`src/rtl/transmitter_uart.sv`:
```
// transmitter_uart: UART transmitter, 8N1 framing with an rts busy handshake.
// Define TX_PARITY_EN to insert an even-parity bit after the data (8E1).
module transmitter_uart #(
    parameter int FREQUENCY = 50_000_000,
    parameter int SPEED     = 9600
) (
    input  logic       CLK_i,
    input  logic       reset_n,
    input  logic [7:0] data,
    input  logic       dataReady,
    output logic       tx,
    output logic       rts
);

    localparam int DIV = FREQUENCY / SPEED;
    localparam int TW  = (DIV > 1) ? $clog2(DIV) : 1;
    localparam logic [TW-1:0] LAST = TW'(DIV - 1);

    generate
        if (DIV < 1) begin : g_div_check
            $error("transmitter_uart: FREQUENCY/SPEED must be at least 1");
        end
    endgenerate

    typedef enum logic [2:0] {
        IDLE,
        ARMED,
        START,
        DATA,
`ifdef TX_PARITY_EN
        PARITY,
`endif
        STOP
    } state_t;

`ifdef TX_PARITY_EN
    localparam state_t AFTER_DATA = PARITY;
`else
    localparam state_t AFTER_DATA = STOP;
`endif

    state_t        state, state_d;
    logic [TW-1:0] timer, timer_d;
    logic [2:0]    bit_cnt, cnt_d;
    logic [7:0]    shift, shift_d;
    logic          tx_d, rts_d;
    logic          busy, bit_done, latch;
`ifdef TX_PARITY_EN
    logic          par;
`endif

    assign busy     = (state != IDLE) && (state != ARMED);
    assign bit_done = (timer == LAST);
    assign latch    = (state == ARMED) && !dataReady;

    always_ff @(posedge CLK_i or posedge reset_n) begin
        if (reset_n) begin
            state <= IDLE;
        end else begin
            state <= state_d;
        end
    end

    always_comb begin
        state_d = state;
        unique case (state)
            IDLE:    if (dataReady) state_d = ARMED;
            ARMED:   if (!dataReady) state_d = START;
            START:   if (bit_done) state_d = DATA;
            DATA:    if (bit_done && bit_cnt == 3'd7) state_d = AFTER_DATA;
`ifdef TX_PARITY_EN
            PARITY:  if (bit_done) state_d = STOP;
`endif
            STOP:    if (bit_done) state_d = IDLE;
            default: state_d = IDLE;
        endcase
    end

    // Outputs are decoded from the next state so tx/rts can be registered
    // without a cycle of lag behind the state register.
    always_comb begin
        tx_d = 1'b1;
        unique case (state_d)
            START:   tx_d = 1'b0;
            DATA:    tx_d = shift_d[0];
`ifdef TX_PARITY_EN
            PARITY:  tx_d = par;
`endif
            default: tx_d = 1'b1;
        endcase
        rts_d = (state_d == IDLE);
    end

    always_comb begin
        timer_d = (busy && !bit_done) ? timer + 1'b1 : '0;
        cnt_d   = bit_cnt;
        shift_d = shift;
        if (state == DATA && bit_done) begin
            cnt_d   = bit_cnt + 3'd1;
            shift_d = {1'b0, shift[7:1]};
        end
        if (latch) begin
            shift_d = data;
        end
    end

    always_ff @(posedge CLK_i or posedge reset_n) begin
        if (reset_n) begin
            timer   <= '0;
            bit_cnt <= '0;
            shift   <= '0;
            tx      <= 1'b1;
            rts     <= 1'b1;
        end else begin
            timer   <= timer_d;
            bit_cnt <= cnt_d;
            shift   <= shift_d;
            tx      <= tx_d;
            rts     <= rts_d;
        end
    end

`ifdef TX_PARITY_EN
    always_ff @(posedge CLK_i or posedge reset_n) begin
        if (reset_n) begin
            par <= 1'b0;
        end else if (latch) begin
            par <= ^data;
        end
    end
`endif

endmodule

```
`config.mk`:
```
export PLATFORM = sky130hd
export DESIGN_NAME = transmitter_uart
export DESIGN_NICKNAME = d
export VERILOG_FILES = /design/src/rtl/transmitter_uart.sv
export SDC_FILE = /design/constraint.sdc
export NUM_CORES = 1
export LEC_CHECK = 0
export CORE_ASPECT_RATIO = 1.75
export CORE_UTILIZATION = 54
export CTS_CLUSTER_SIZE = 16
export DETAILED_ROUTE_END_ITERATION = 8
export PLACE_DENSITY = 0.87
export SYNTH_ARGS = -nofsm -noshare
export SYNTH_HDL_FRONTEND = slang
export SYNTH_SLANG_ARGS = --single-unit
```
`constraint.sdc`:
```
create_clock -name CLK_i -period 2.15 [get_ports CLK_i]
set_input_delay 0.5375 -clock CLK_i [delete_from_list [all_inputs] [get_ports CLK_i]]
set_output_delay 0.5375 -clock CLK_i [all_outputs]
set_load 0.01 [all_outputs]
```
### Word-level counts from Yosys, hierarchy flattened

Cells that the tools add are included.
W data, S select, Z words.

* add/sub/neg operators: 2
* equal/unequal tests: 9
* mux-type cells: 10
* reductions and logical operators: 11

Operator list (count)
* $mux W8: 2
* $mux W3: 5
* $pmux W3 S5: 1
* $add A13 B1 Y13 const B: 1
* $eq A13 B13 Y1 const B: 1
* $mux W13: 1
* $eq A3 B2 Y1 const B: 4
* $eq A3 B3 Y1 const B: 2
* $logic_not A3 Y1: 2
* $logic_and A1 B1 Y1: 5
* $add A3 B1 Y3 const B: 1
* $eq A3 B1 Y1 const B: 1
* $ne A3 B1 Y1 const B: 1
* $reduce_bool A3 Y1: 1
* $logic_not A1 Y1: 2
* $pmux W1 S2: 1
* $reduce_bool A2 Y1: 1

* bits in registers: 29
* output and inout port bits: 2
* word-level logic and storage cells: 39

### Depth between registers and ports, before layout

Gate-level depths: netlist (run 1).

* word-level depth: 6
* depth in mapped cells: 6
* mapped depth without buffers: 5

### Least setup slack after synthesis (run 1)

OpenSTA, ideal clock, no wires.

* path type: register -> register
* from: register timer[0]
* to: register bit_cnt[1]
* data arrival time: 1.470 ns
* required time: 2.025 ns
* path slack: 0.555 ns
* stages on the path, launching flop included: 6
* buffers on the path: 1
* cells stage by stage: dfrtp_1 > ha_1 > and4b_1 > nand4_1 > buf_4 > mux2_4

* longest elaborated chain between the ends: 2

Ends and longest elaborated chain
* from (decl): RTL line 43 `logic [TW-1:0] timer, timer_d;`
* from (signal assigned): RTL line 115 `timer <= timer_d;`
* $eq A13 B13 Y1: RTL line 53 `assign bit_done = (timer == LAST);`
* $logic_and A1 B1 Y1: RTL line 98 `if (state == DATA && bit_done) begin`
* to (signal assigned): RTL line 116 `bit_cnt <= cnt_d;`
* to (decl): RTL line 44 `logic [2:0] bit_cnt, cnt_d;`

Every way passes these cells.
A chain may end at the register's enable or synchronous reset.

### Worst setup path after layout (run 1)

* from: register rts
* to: output rts

RTL lines
* from (decl): RTL line 12 `output logic rts`
* from (signal assigned): RTL line 119 `rts <= rts_d;`

No word-level cell between the ends.

==> flow_summary.html, run 1 <==
<table>
<tr><th>Metric</th><th>Value</th></tr>
<tr><th colspan="2">Clocking</th></tr>
<tr><td>Depth of the CTS H-tree</td><td>2</td></tr>
<tr><td>Total CTS buffers</td><td>5</td></tr>
<tr><td>Count of cells resized by post-cts repair</td><td>0</td></tr>
<tr><td>Largest buffer count on any clock path</td><td>2</td></tr>
<tr><td>Hold-fix buffers, CTS</td><td>0</td></tr>
<tr><td>Clk_lat worst skew</td><td>between 0.2 and 0.3 ns</td></tr>
<tr><td>Post-CTS Repair Setup Buffers</td><td>0</td></tr>
<tr><td>CTS tree</td><td>done</td></tr>
<tr><td>Number of sinks handled by clock tree synthesis</td><td>29</td></tr>
<tr><td>Cell at the root of the clock tree</td><td>sky130_fd_sc_hd__clkbuf_8</td></tr>
<tr><td>Clock transition at the register clock pins on the worst setup and hold paths after CTS</td><td>around 0.06 ns</td></tr>
<tr><th colspan="2">Placement</th></tr>
<tr><td>Weighted congestion reported at the end of routability-driven placement</td><td>approximately 0.81</td></tr>
<tr><td>Cell area reported after detailed placement</td><td>roughly 1600 um^2</td></tr>
<tr><td>Worst-case setup slack after placement</td><td>0.139 ns</td></tr>
<tr><td>Cell Count Post-Placement</td><td>around 170</td></tr>
<tr><td>Half-perimeter wire length after placement</td><td>approximately 1800 um</td></tr>
<tr><td>Number of buffers inserted by port buffering</td><td>12</td></tr>
<tr><th colspan="2">Logic synthesis</th></tr>
<tr><td>Top cell type's share of synthesized area</td><td>0.458</td></tr>
<tr><td>Yosys reg bits</td><td>29</td></tr>
<tr><td>Syn Area/Cell</td><td>roughly 11 um^2</td></tr>
<tr><td>Top cells by area, synth</td><td>sky130_fd_sc_hd__dfrtp_1 (46%), sky130_fd_sc_hd__mux2i_1 (6.1%), sky130_fd_sc_hd__nor2_1 (4.3%), sky130_fd_sc_hd__xnor2_1 (4.2%), sky130_fd_sc_hd__dfstp_2 (3.6%)</td></tr>
<tr><td>Netlist area before placement</td><td>roughly 1500 um^2</td></tr>
<tr><td>Top FF cell, synth</td><td>sky130_fd_sc_hd__dfrtp_1</td></tr>
<tr><td>Mapped Cells</td><td>approximately 140</td></tr>
<tr><td>Yosys synthesis warning count</td><td>0</td></tr>
<tr><td>Sequential fraction of the synthesis area</td><td>0.493</td></tr>
<tr><td>Post-synth EDFFs</td><td>0</td></tr>
<tr><td>Async set-or-reset flop fraction in the synthesized netlist</td><td>1.00</td></tr>
<tr><td>Net count after synthesis</td><td>152</td></tr>
<tr><td>Top post-synthesis cells by count</td><td>sky130_fd_sc_hd__dfrtp_1 (27), sky130_fd_sc_hd__nor2_1 (17), sky130_fd_sc_hd__nand2_1 (12), sky130_fd_sc_hd__mux2i_1 (9), sky130_fd_sc_hd__o21ai_1 (8)</td></tr>
<tr><td>Most frequently used cell type in the post-synthesis netlist</td><td>sky130_fd_sc_hd__dfrtp_1</td></tr>
<tr><td>Number of unique standard cell types used by synthesis</td><td>34</td></tr>
<tr><td>Cell type with the highest aggregate area in the netlist</td><td>sky130_fd_sc_hd__dfrtp_1</td></tr>
<tr><th colspan="2">Timing</th></tr>
<tr><td>Worst clock skew</td><td>about 0.0080 ns</td></tr>
<tr><td>Number of max-slew violations in the final report</td><td>0</td></tr>
<tr><td>Maximum clock frequency</td><td>approximately 540 MHz</td></tr>
<tr><td>Worst Max-Slew Pin Slew</td><td>0.360 ns</td></tr>
<tr><td>Setup repair after global routing missed its margin</td><td>false</td></tr>
<tr><td>Worst-case headroom to the max-slew limit</td><td>0.760</td></tr>
<tr><td>Sum of negative setup slack</td><td>0 ns</td></tr>
<tr><td>Final clock period utilization by the worst path</td><td>0.865</td></tr>
<tr><td>Total setup violations reported at the end of the flow</td><td>0</td></tr>
<tr><td>Fin. Hold Viols</td><td>0</td></tr>
<tr><td>Worst Slack Setup Final</td><td>just under 0.3 ns</td></tr>
<tr><td>Final period demand of the worst path</td><td>roughly 1.9 ns</td></tr>
<tr><th colspan="2">Critical path</th></tr>
<tr><td>List of cells traversed by the critical path</td><td>clkdlybuf4s50_1</td></tr>
<tr><td>Startpoint Class</td><td>register</td></tr>
<tr><td>Largest stage delay, worst path</td><td>approximately 0.52 ns</td></tr>
<tr><td>Start-to-end type of the worst setup path</td><td>register to output port</td></tr>
<tr><td>R2r startpoint</td><td>timer[0]</td></tr>
<tr><td>FF-to-FF End</td><td>tx</td></tr>
<tr><td>Cell type group with the largest total delay on the critical path</td><td>buffers and inverters</td></tr>
<tr><td>Data arrival time at the worst-slack endpoint</td><td>around 1.3 ns</td></tr>
<tr><td>Category of the worst setup path capture point</td><td>output port</td></tr>
<tr><td>Number of buffer and inverter stages on the critical path</td><td>1</td></tr>
<tr><td>Cell with the biggest individual delay on the critical path</td><td>sky130_fd_sc_hd__clkdlybuf4s50_1</td></tr>
<tr><td>Worst reg2reg setup slack</td><td>around 0.42 ns</td></tr>
<tr><td>Critical path required time</td><td>~1.6 ns</td></tr>
<tr><td>Register-to-Register Path Depth</td><td>5</td></tr>
<tr><td>CP Max Fanout</td><td>1</td></tr>
<tr><th colspan="2">Final layout</th></tr>
<tr><td>Non-Filler Instances</td><td>182</td></tr>
<tr><td>Post-layout instance area</td><td>approximately 1700 um^2</td></tr>
<tr><td>Layout overhead on the synthesized area</td><td>15.9%</td></tr>
<tr><td>Inserted Diodes</td><td>0</td></tr>
<tr><td>Ratio of cells with drive above 1 in the final layout</td><td>0.109</td></tr>
<tr><td>Number of nets in the layout</td><td>around 170</td></tr>
<tr><th colspan="2">Detailed routing</th></tr>
<tr><td>First-pass iteration count of the detailed router</td><td>4</td></tr>
<tr><td>Final routed wire length divided by cell count</td><td>between 10 and 15 um</td></tr>
<tr><td>Remaining design rule violation count</td><td>0</td></tr>
<tr><td>DRC marker count from the first detailed-route iteration</td><td>25</td></tr>
<tr><td>Number of routed nets with antenna violations</td><td>0</td></tr>
<tr><td>Via density per instance</td><td>around 5.7</td></tr>
<tr><td>Via Count</td><td>around 1,000</td></tr>
<tr><td>Sum of routed wire length over all layers</td><td>2620 um</td></tr>
<tr><th colspan="2">Global routing</th></tr>
<tr><td>Global-route wire length before repair</td><td>about 4600 um</td></tr>
<tr><td>GR Overflow Total</td><td>0</td></tr>
<tr><td>Number of antenna violations at the first check in global routing</td><td>0</td></tr>
<tr><td>Largest net degree at the start of global routing</td><td>30</td></tr>
<tr><td>GRT Util Overall</td><td>0.207</td></tr>
<tr><td>Number of global-route vias before repair</td><td>1,104</td></tr>
<tr><th colspan="2">Floorplanning</th></tr>
<tr><td>Core region area</td><td>~2600 um^2</td></tr>
<tr><td>Number of ports placed on the die boundary</td><td>13</td></tr>
<tr><td>Starting utilization of the core area</td><td>0.578</td></tr>
<tr><td>Floorplan die width</td><td>slightly above 40 um</td></tr>
<tr><td>Die Area</td><td>approximately 3000 um^2</td></tr>
<tr><td>Row Count</td><td>24</td></tr>
<tr><td>Die Y-Extent</td><td>between 70 and 80 um</td></tr>
<tr><th colspan="2">Pwr</th></tr>
<tr><td>Leakage power summed over all cells</td><td>0.790 nW</td></tr>
<tr><td>Worst vdd rail ir drop</td><td>0.538 mV</td></tr>
<tr><td>Final Power</td><td>approximately 0.0017 W</td></tr>
<tr><td>Power per standard cell area</td><td>roughly 1000 nW/um^2</td></tr>
<tr><th colspan="2">Worst hold path</th></tr>
<tr><td>Min-Delay Path Class</td><td>register to register</td></tr>
<tr><td>Hold wc startpoint</td><td>bit_cnt[0]</td></tr>
<tr><td>Number of stages on the worst hold path</td><td>1</td></tr>
<tr><td>Hold Path End</td><td>bit_cnt[0]</td></tr>
<tr><th colspan="2">Run</th></tr>
<tr><td>Number of maximum-capacitance violations</td><td>0</td></tr>
<tr><th colspan="2">Status</th></tr>
<tr><td>Outcome</td><td>complete, no violations</td></tr>
</table>
through the flow:
step / hold slack [ns] / utilization
finish: 0.491 / 0.671
floorplan: 0.453 / -
global placement: 0.473 / 0.635
CTS: 0.508 / 0.671
global route: 0.528 / 0.671
detailed placement: 0.501 / 0.635
sequential cells by signal, indices dropped and copies added (netlist names):
name	cells
shift	8
rts	1
bit_cnt	3
tx	1
timer	13
state	3
how the worst max path moves through the flow:
stage | start | end | cells after the start
floorplan | timer[0] | bit_cnt[1] | 5
global placement | dataReady | tx | 5
detailed placement | dataReady | tx | 5
CTS | rts | rts | 1
global route | tx | tx | 1
finish | rts | rts | 1
report_power, final:
part | switching [W] | total, W | internal, W
combinational | 0.000211 | 0.000431 | 0.000220
sequential | 0.000113 | 0.000800 | 0.000686
clock | 0.000200 | 0.000461 | 0.000260
total | 0.000524 | 0.00169 | 0.00117
final cells by class:
| class | instances | area (um^2) |
|---|---|---|
| multi-input cells | 98 | 692 |
| repair buffers | 16 | 150 |
| clock buffers | 8 | 90.1 |
| fillers | 198 | 841 |
| well taps | 26 | 32.5 |
| inverters | 5 | 18.8 |
| flip-flops and latches | 29 | 728 |
metal layers:
metal | GRT usage | wire (um) | vias up
met3 | 0.0791 | 108 | 9
met5 | 0 | 0 | -
li1 | - | - | 513
met4 | 0.115 | 69 | 0
met1 | 0.209 | 1030 | 498
met2 | 0.358 | 1410 | 19
placed cells by master (no fill, tap or decap), drive strengths merged, types with 2 or more instances in the layout:
cell / netlist / layout
dfrtp: 27 / 27
nor3b: 2 / 2
nor2: 17 / 17
clkdlybuf4s50: 0 / 12
dfstp: 2 / 2
ha: 3 / 3
nand3: 7 / 7
mux2i: 9 / 9
clkbuf: 1 / 8
o21ai: 8 / 8
nand4: 5 / 5
buf: 5 / 4
mux2: 2 / 2
and4: 2 / 2
xor2: 5 / 5
nand2: 12 / 12
nor4b: 2 / 2
xnor2: 7 / 7
and4b: 2 / 2
nor3: 3 / 3
inv: 5 / 5
kinds of logic (layout without fill, tap and decap cells):
kind of cell	Yosys count	count (layout)	share of synthesized area
buffers and inverters	11	29	0.0381
DFF	29	29	0.493
adders and majority gates	3	3	0.0254
AOI/OAI and AO/OA	13	13	0.0551
xor gates and xnor gates	12	12	0.0712
and+or+nand+nor	59	59	0.236
muxes	11	11	0.0814
(Power assumes the default switching activity.)
==> run 2: changes to the inputs <==
Clock period 2.15 ns to 2.29 ns, I/O delays scaled along.
==> flow_summary.html, run 2 (synthesis results as in run 1) <==
<table>
<tr><th>Metric</th><th>Value</th></tr>
<tr><th colspan="2">Status</th></tr>
<tr><td>Outcome</td><td>complete, no violations</td></tr>
<tr><th colspan="2">Critical path</th></tr>
<tr><td>Data arrival time at the worst-slack endpoint</td><td>1.32 ns</td></tr>
<tr><td>Cell with the biggest individual delay on the critical path</td><td>sky130_fd_sc_hd__clkdlybuf4s50_1</td></tr>
<tr><td>Launching instance or port of the critical path</td><td>rts</td></tr>
<tr><td>List of cells traversed by the critical path</td><td>clkdlybuf4s50_1</td></tr>
<tr><td>Number of buffer and inverter stages on the critical path</td><td>1</td></tr>
<tr><td>Start-to-end type of the worst setup path</td><td>register to output port</td></tr>
<tr><td>Startpoint Class</td><td>register</td></tr>
<tr><td>R2r startpoint</td><td>timer[0]</td></tr>
<tr><td>Critical path required time</td><td>between 1.5 and 2 ns</td></tr>
<tr><td>Cell type group with the largest total delay on the critical path</td><td>buffers and inverters</td></tr>
<tr><td>Largest stage delay, worst path</td><td>around 0.52 ns</td></tr>
<tr><td>Category of the worst setup path capture point</td><td>output port</td></tr>
<tr><td>CP Max Fanout</td><td>1</td></tr>
<tr><th colspan="2">Detailed routing</th></tr>
<tr><td>Via Count</td><td>between 1,000 and 1,500</td></tr>
<tr><td>Via density per instance</td><td>between 5 and 6</td></tr>
<tr><td>Final routed wire length divided by cell count</td><td>between 10 and 15 um</td></tr>
<tr><td>DRC marker count from the first detailed-route iteration</td><td>16</td></tr>
<tr><td>Remaining design rule violation count</td><td>0</td></tr>
<tr><td>Number of routed nets with antenna violations</td><td>0</td></tr>
<tr><td>Sum of routed wire length over all layers</td><td>between 2000 and 3000 um</td></tr>
<tr><td>First-pass iteration count of the detailed router</td><td>4</td></tr>
<tr><th colspan="2">Global routing</th></tr>
<tr><td>Number of global-route vias before repair</td><td>1,126</td></tr>
<tr><td>Largest net degree at the start of global routing</td><td>30</td></tr>
<tr><td>GR Overflow Total</td><td>0</td></tr>
<tr><td>Global-route wire length before repair</td><td>about 4700 um</td></tr>
<tr><td>Number of antenna violations at the first check in global routing</td><td>0</td></tr>
<tr><td>GRT Util Overall</td><td>0.216</td></tr>
<tr><th colspan="2">Clocking</th></tr>
<tr><td>Depth of the CTS H-tree</td><td>2</td></tr>
<tr><td>Cell at the root of the clock tree</td><td>sky130_fd_sc_hd__clkbuf_8</td></tr>
<tr><td>Post-CTS Repair Setup Buffers</td><td>0</td></tr>
<tr><td>CTS tree</td><td>done</td></tr>
<tr><td>Clock transition at the register clock pins on the worst setup and hold paths after CTS</td><td>0.06 ns</td></tr>
<tr><td>Largest buffer count on any clock path</td><td>2</td></tr>
<tr><td>Count of cells resized by post-cts repair</td><td>0</td></tr>
<tr><td>Total CTS buffers</td><td>5</td></tr>
<tr><td>Clk_lat worst skew</td><td>0.28 ns</td></tr>
<tr><td>Hold-fix buffers, CTS</td><td>0</td></tr>
<tr><td>Number of sinks handled by clock tree synthesis</td><td>29</td></tr>
<tr><th colspan="2">Run</th></tr>
<tr><td>Number of maximum-capacitance violations</td><td>0</td></tr>
<tr><th colspan="2">Timing</th></tr>
<tr><td>Sum of negative setup slack</td><td>0 ns</td></tr>
<tr><td>Fin. Hold Viols</td><td>0</td></tr>
<tr><td>Final period demand of the worst path</td><td>around 1.9 ns</td></tr>
<tr><td>Total setup violations reported at the end of the flow</td><td>0</td></tr>
<tr><td>Number of max-slew violations in the final report</td><td>0</td></tr>
<tr><td>Maximum clock frequency</td><td>roughly 530 MHz</td></tr>
<tr><td>Setup repair after global routing missed its margin</td><td>false</td></tr>
<tr><td>Final clock period utilization by the worst path</td><td>0.826</td></tr>
<tr><td>Worst Max-Slew Pin Slew</td><td>0.459 ns</td></tr>
<tr><td>Worst-case headroom to the max-slew limit</td><td>0.692</td></tr>
<tr><td>Worst clock skew</td><td>0.00502 ns</td></tr>
<tr><th colspan="2">Placement</th></tr>
<tr><td>Cell Count Post-Placement</td><td>~170</td></tr>
<tr><td>Cell area reported after detailed placement</td><td>around 1600 um^2</td></tr>
<tr><td>Half-perimeter wire length after placement</td><td>1950 um</td></tr>
<tr><td>Number of buffers inserted by port buffering</td><td>12</td></tr>
<tr><td>Weighted congestion reported at the end of routability-driven placement</td><td>roughly 0.80</td></tr>
<tr><th colspan="2">Floorplanning</th></tr>
<tr><td>Core region area</td><td>2550 um^2</td></tr>
<tr><td>Floorplan die width</td><td>slightly above 40 um</td></tr>
<tr><td>Starting utilization of the core area</td><td>0.578</td></tr>
<tr><td>Row Count</td><td>24</td></tr>
<tr><td>Die Area</td><td>roughly 3000 um^2</td></tr>
<tr><td>Number of ports placed on the die boundary</td><td>13</td></tr>
<tr><td>Die Y-Extent</td><td>about 71 um</td></tr>
<tr><th colspan="2">Pwr</th></tr>
<tr><td>Power per standard cell area</td><td>between 900 and 1000 nW/um^2</td></tr>
<tr><td>Final Power</td><td>between 0.0015 and 0.002 W</td></tr>
<tr><td>Leakage power summed over all cells</td><td>0.789 nW</td></tr>
<tr><td>Worst vdd rail ir drop</td><td>0.677 mV</td></tr>
<tr><th colspan="2">Worst hold path</th></tr>
<tr><td>Min-Delay Path Class</td><td>register to register</td></tr>
<tr><td>Hold wc startpoint</td><td>bit_cnt[0]</td></tr>
<tr><th colspan="2">Final layout</th></tr>
<tr><td>Number of nets in the layout</td><td>between 150 and 200</td></tr>
<tr><td>Most common cell after layout, fill and taps aside</td><td>sky130_fd_sc_hd__dfrtp_1</td></tr>
<tr><td>Registers with the most flip-flops</td><td>timer x13, shift x8</td></tr>
<tr><td>Post-layout instance area</td><td>1710 um^2</td></tr>
<tr><td>Layout overhead on the synthesized area</td><td>15.7%</td></tr>
<tr><td>Top library cells by usage in the layout, fill and taps aside</td><td>sky130_fd_sc_hd__dfrtp_1 (27), sky130_fd_sc_hd__nor2_1 (17), sky130_fd_sc_hd__nand2_1 (12), sky130_fd_sc_hd__clkdlybuf4s50_1 (12), sky130_fd_sc_hd__mux2i_1 (9)</td></tr>
<tr><td>Non-Filler Instances</td><td>roughly 180</td></tr>
<tr><td>Number of flip-flops in the largest register</td><td>13</td></tr>
<tr><td>Largest reg by FF count</td><td>timer</td></tr>
<tr><td>Inserted Diodes</td><td>0</td></tr>
<tr><td>Utilization after layout</td><td>0.669</td></tr>
<tr><td>Ratio of cells with drive above 1 in the final layout</td><td>0.110</td></tr>
</table>
-- run 2: path summary, 6_finish.rpt --
| path | slack [ns] | cells after the start | end |
|---|---|---|---|
| min in group asynchronous | 0.65 | 3 | timer[8] |
| worst max register to register | 0.43 | 6 | timer[6] |
| worst max-delay path | 0.40 | 1 | rts |
| worst min-delay path | 0.50 | 1 | bit_cnt[0] |
| max in group asynchronous | 1.33 | 3 | rts |
| worst min register to register | 0.50 | 1 | bit_cnt[0] |
-- run 2: power breakdown --
part           switching (W)  internal (W)  total [W]  leakage (nW)
Clock               0.000187      0.000238   0.000425        0.0443
Combinational       0.000201      0.000207   0.000408         0.366
Sequential          0.000103      0.000645   0.000748         0.378
Total               0.000491       0.00109    0.00158         0.789
-- run 2: metrics by stage --
step                      setup WS [ns]  hold WS [ns]
after floorplan                   0.695         0.453
after global placement            0.302         0.473
after detailed placement          0.243         0.499
after CTS                         0.386         0.509
after global routing              0.276         0.534
final                             0.400         0.501
-- run 2: cell type report --
type	count	area [um^2]
Fill cell	194	845
Multi-Input combinational cell	98	692
Inverter	5	18.8
Timing Repair Buffer	16	150
Clock buffer	7	86.3
Sequential cell	29	728
Tap cell	26	32.5
-- run 2: routing by layer --
layer	GRT usage	wire length (um)
met5	0	0
met4	0.100	58
met3	0.0765	80
met2	0.394	1520
met1	0.208	1040
==> RTL edit: new RTL, config.mk and constraints of run 1 <==
Register the output `tx` once more; this adds one clock of latency there. The other outputs are not delayed to match. Comments in the files are not updated.
--- a/src/rtl/transmitter_uart.sv
+++ b/src/rtl/transmitter_uart.sv
@@ -15,6 +15,8 @@
     localparam int DIV = FREQUENCY / SPEED;
     localparam int TW  = (DIV > 1) ? $clog2(DIV) : 1;
     localparam logic [TW-1:0] LAST = TW'(DIV - 1);
+
+    logic tx_s0;
 
     generate
         if (DIV < 1) begin : g_div_check
@@ -109,13 +111,13 @@
             timer   <= '0;
             bit_cnt <= '0;
             shift   <= '0;
-            tx      <= 1'b1;
+            tx_s0   <= 1'b1;
             rts     <= 1'b1;
         end else begin
             timer   <= timer_d;
             bit_cnt <= cnt_d;
             shift   <= shift_d;
-            tx      <= tx_d;
+            tx_s0   <= tx_d;
             rts     <= rts_d;
         end
     end
@@ -130,5 +132,9 @@
     end
 `endif
 
+    always_ff @(posedge CLK_i) begin
+        tx <= tx_s0;
+    end
+
 endmodule
 
Check against the original RTL: not equivalent (a bounded check fails within 4 cycles, from zero or initial values and one cycle with reset_n high).
==> RTL edit against run 1 <==
- critical path depth did not move
- maximum frequency is 0.32% higher
- highest routed layer unchanged
- total power down 0.58%
- area after synthesis is 1.4% higher
- synthesized cell count increased by 0.72%
- cell area rose by 0.58%
- routed wire length is 0.50% higher
- setup slack better by 0.0059 ns
- sequential cell count rose by 1
==> RTL edit: results (changes against run 1) <==
- Top cells by area, synth: dfrtp_1 (45%), mux2i_1 (6.0%), nor2_1 (4.3%)
- Nets: 170 (+0.59%)
- Switching portion of total power: 30.78% (-0.21 points)
- Via density: 5.601 (-1.9%)
- Share of layout cells above drive strength 1: 10.19% (-0.71 points)
- Data buffer area share: 8.721% (-0.051 points)
- Setup Skew: 0.004971 ns (-0.002984 ns)
- Initial DRC Count: 18 (-28%)
- Mapped Area: 1496 um2 (+1.4%)
- FF+latch area: 748.2 um2 (+2.7%)
- Status: completed
- Seq pwr share: 49.3% (+2.0 points)
- Placed cell areas: 1642 um2 (+1.2%)
- Actual slew at the worst max-slew pin: 0.3605 ns (+0.0003572 ns)
- Routed WL: 2628 um (+0.50%)
- Leak: 0.0007924 uW (+0.31%)
- Fraction of area in multi-input gates: 40.19% (-0.24 points)
- Routability congestion estimate: 0.8173 (+1.2%)
- Clock network power: 424 uW (-8.0%)
- Post-detail-place hpwl: 1854 um (+0.24%)
- Netlist cell types: 35 (+2.9%)
- Post-synth ARST share: 96.67% (-3.3 points)
- Filler cells: 199 (+0.51%)
- Finished Layout Cells: 183 (+0.55%)
- Worst hold margin: 0.3980 ns (-0.09349 ns)
- Wl on met1: 1035 um (+0.29%)
- Clock power frac: 25.2% (-2.0 points)
- Final period demand of the worst path: 1.855 ns (-0.005942 ns)
- R2R setup slack: 0.47 ns (+0.05 ns)
- GRT Overall Usage: 20.82% (+0.090 points)
- Post-synthesis net count: 153 (+0.66%)
- Finished Cell Area: 1722 um2 (+0.58%)
- Layout clock area frac: 4.651% (-0.61 points)
- Global-route wire length before repair: 4588 um (-0.30%)
RTL edit: path summary, 6_finish.rpt:
check,endpoint,start,cells past startpoint
max in group asynchronous,rts$_DFF_PP1_,reset_n,3
max,rts,rts$_DFF_PP1_,1
min in group asynchronous,shift[1]$_DFFE_PP0P_,reset_n,3
min,tx$_DFF_P_,tx_s0$_DFF_PP1_,0
max reg2reg,tx_s0$_DFF_PP1_,timer[0]$_DFF_PP0_,5
min reg2reg,tx$_DFF_P_,tx_s0$_DFF_PP1_,0
RTL edit: kinds of logic (layout without fill, tap and decap cells):
family	Yosys count	after routing	synth area share (%)
compound gates	13	13	5.435
xor+xnor	12	12	7.023
fa+ha+maj	3	3	2.509
buf+inv	11	29	3.762
flops	30	30	50.00
mux	11	11	8.027
simple gates	59	59	23.24
RTL edit: layer usage:
layer	global-route usage (%)	vias up
li1	-	516
met1	21.50	491
met2	36.63	12
met3	6.801	6
met4	10.75	0
met5	0	-
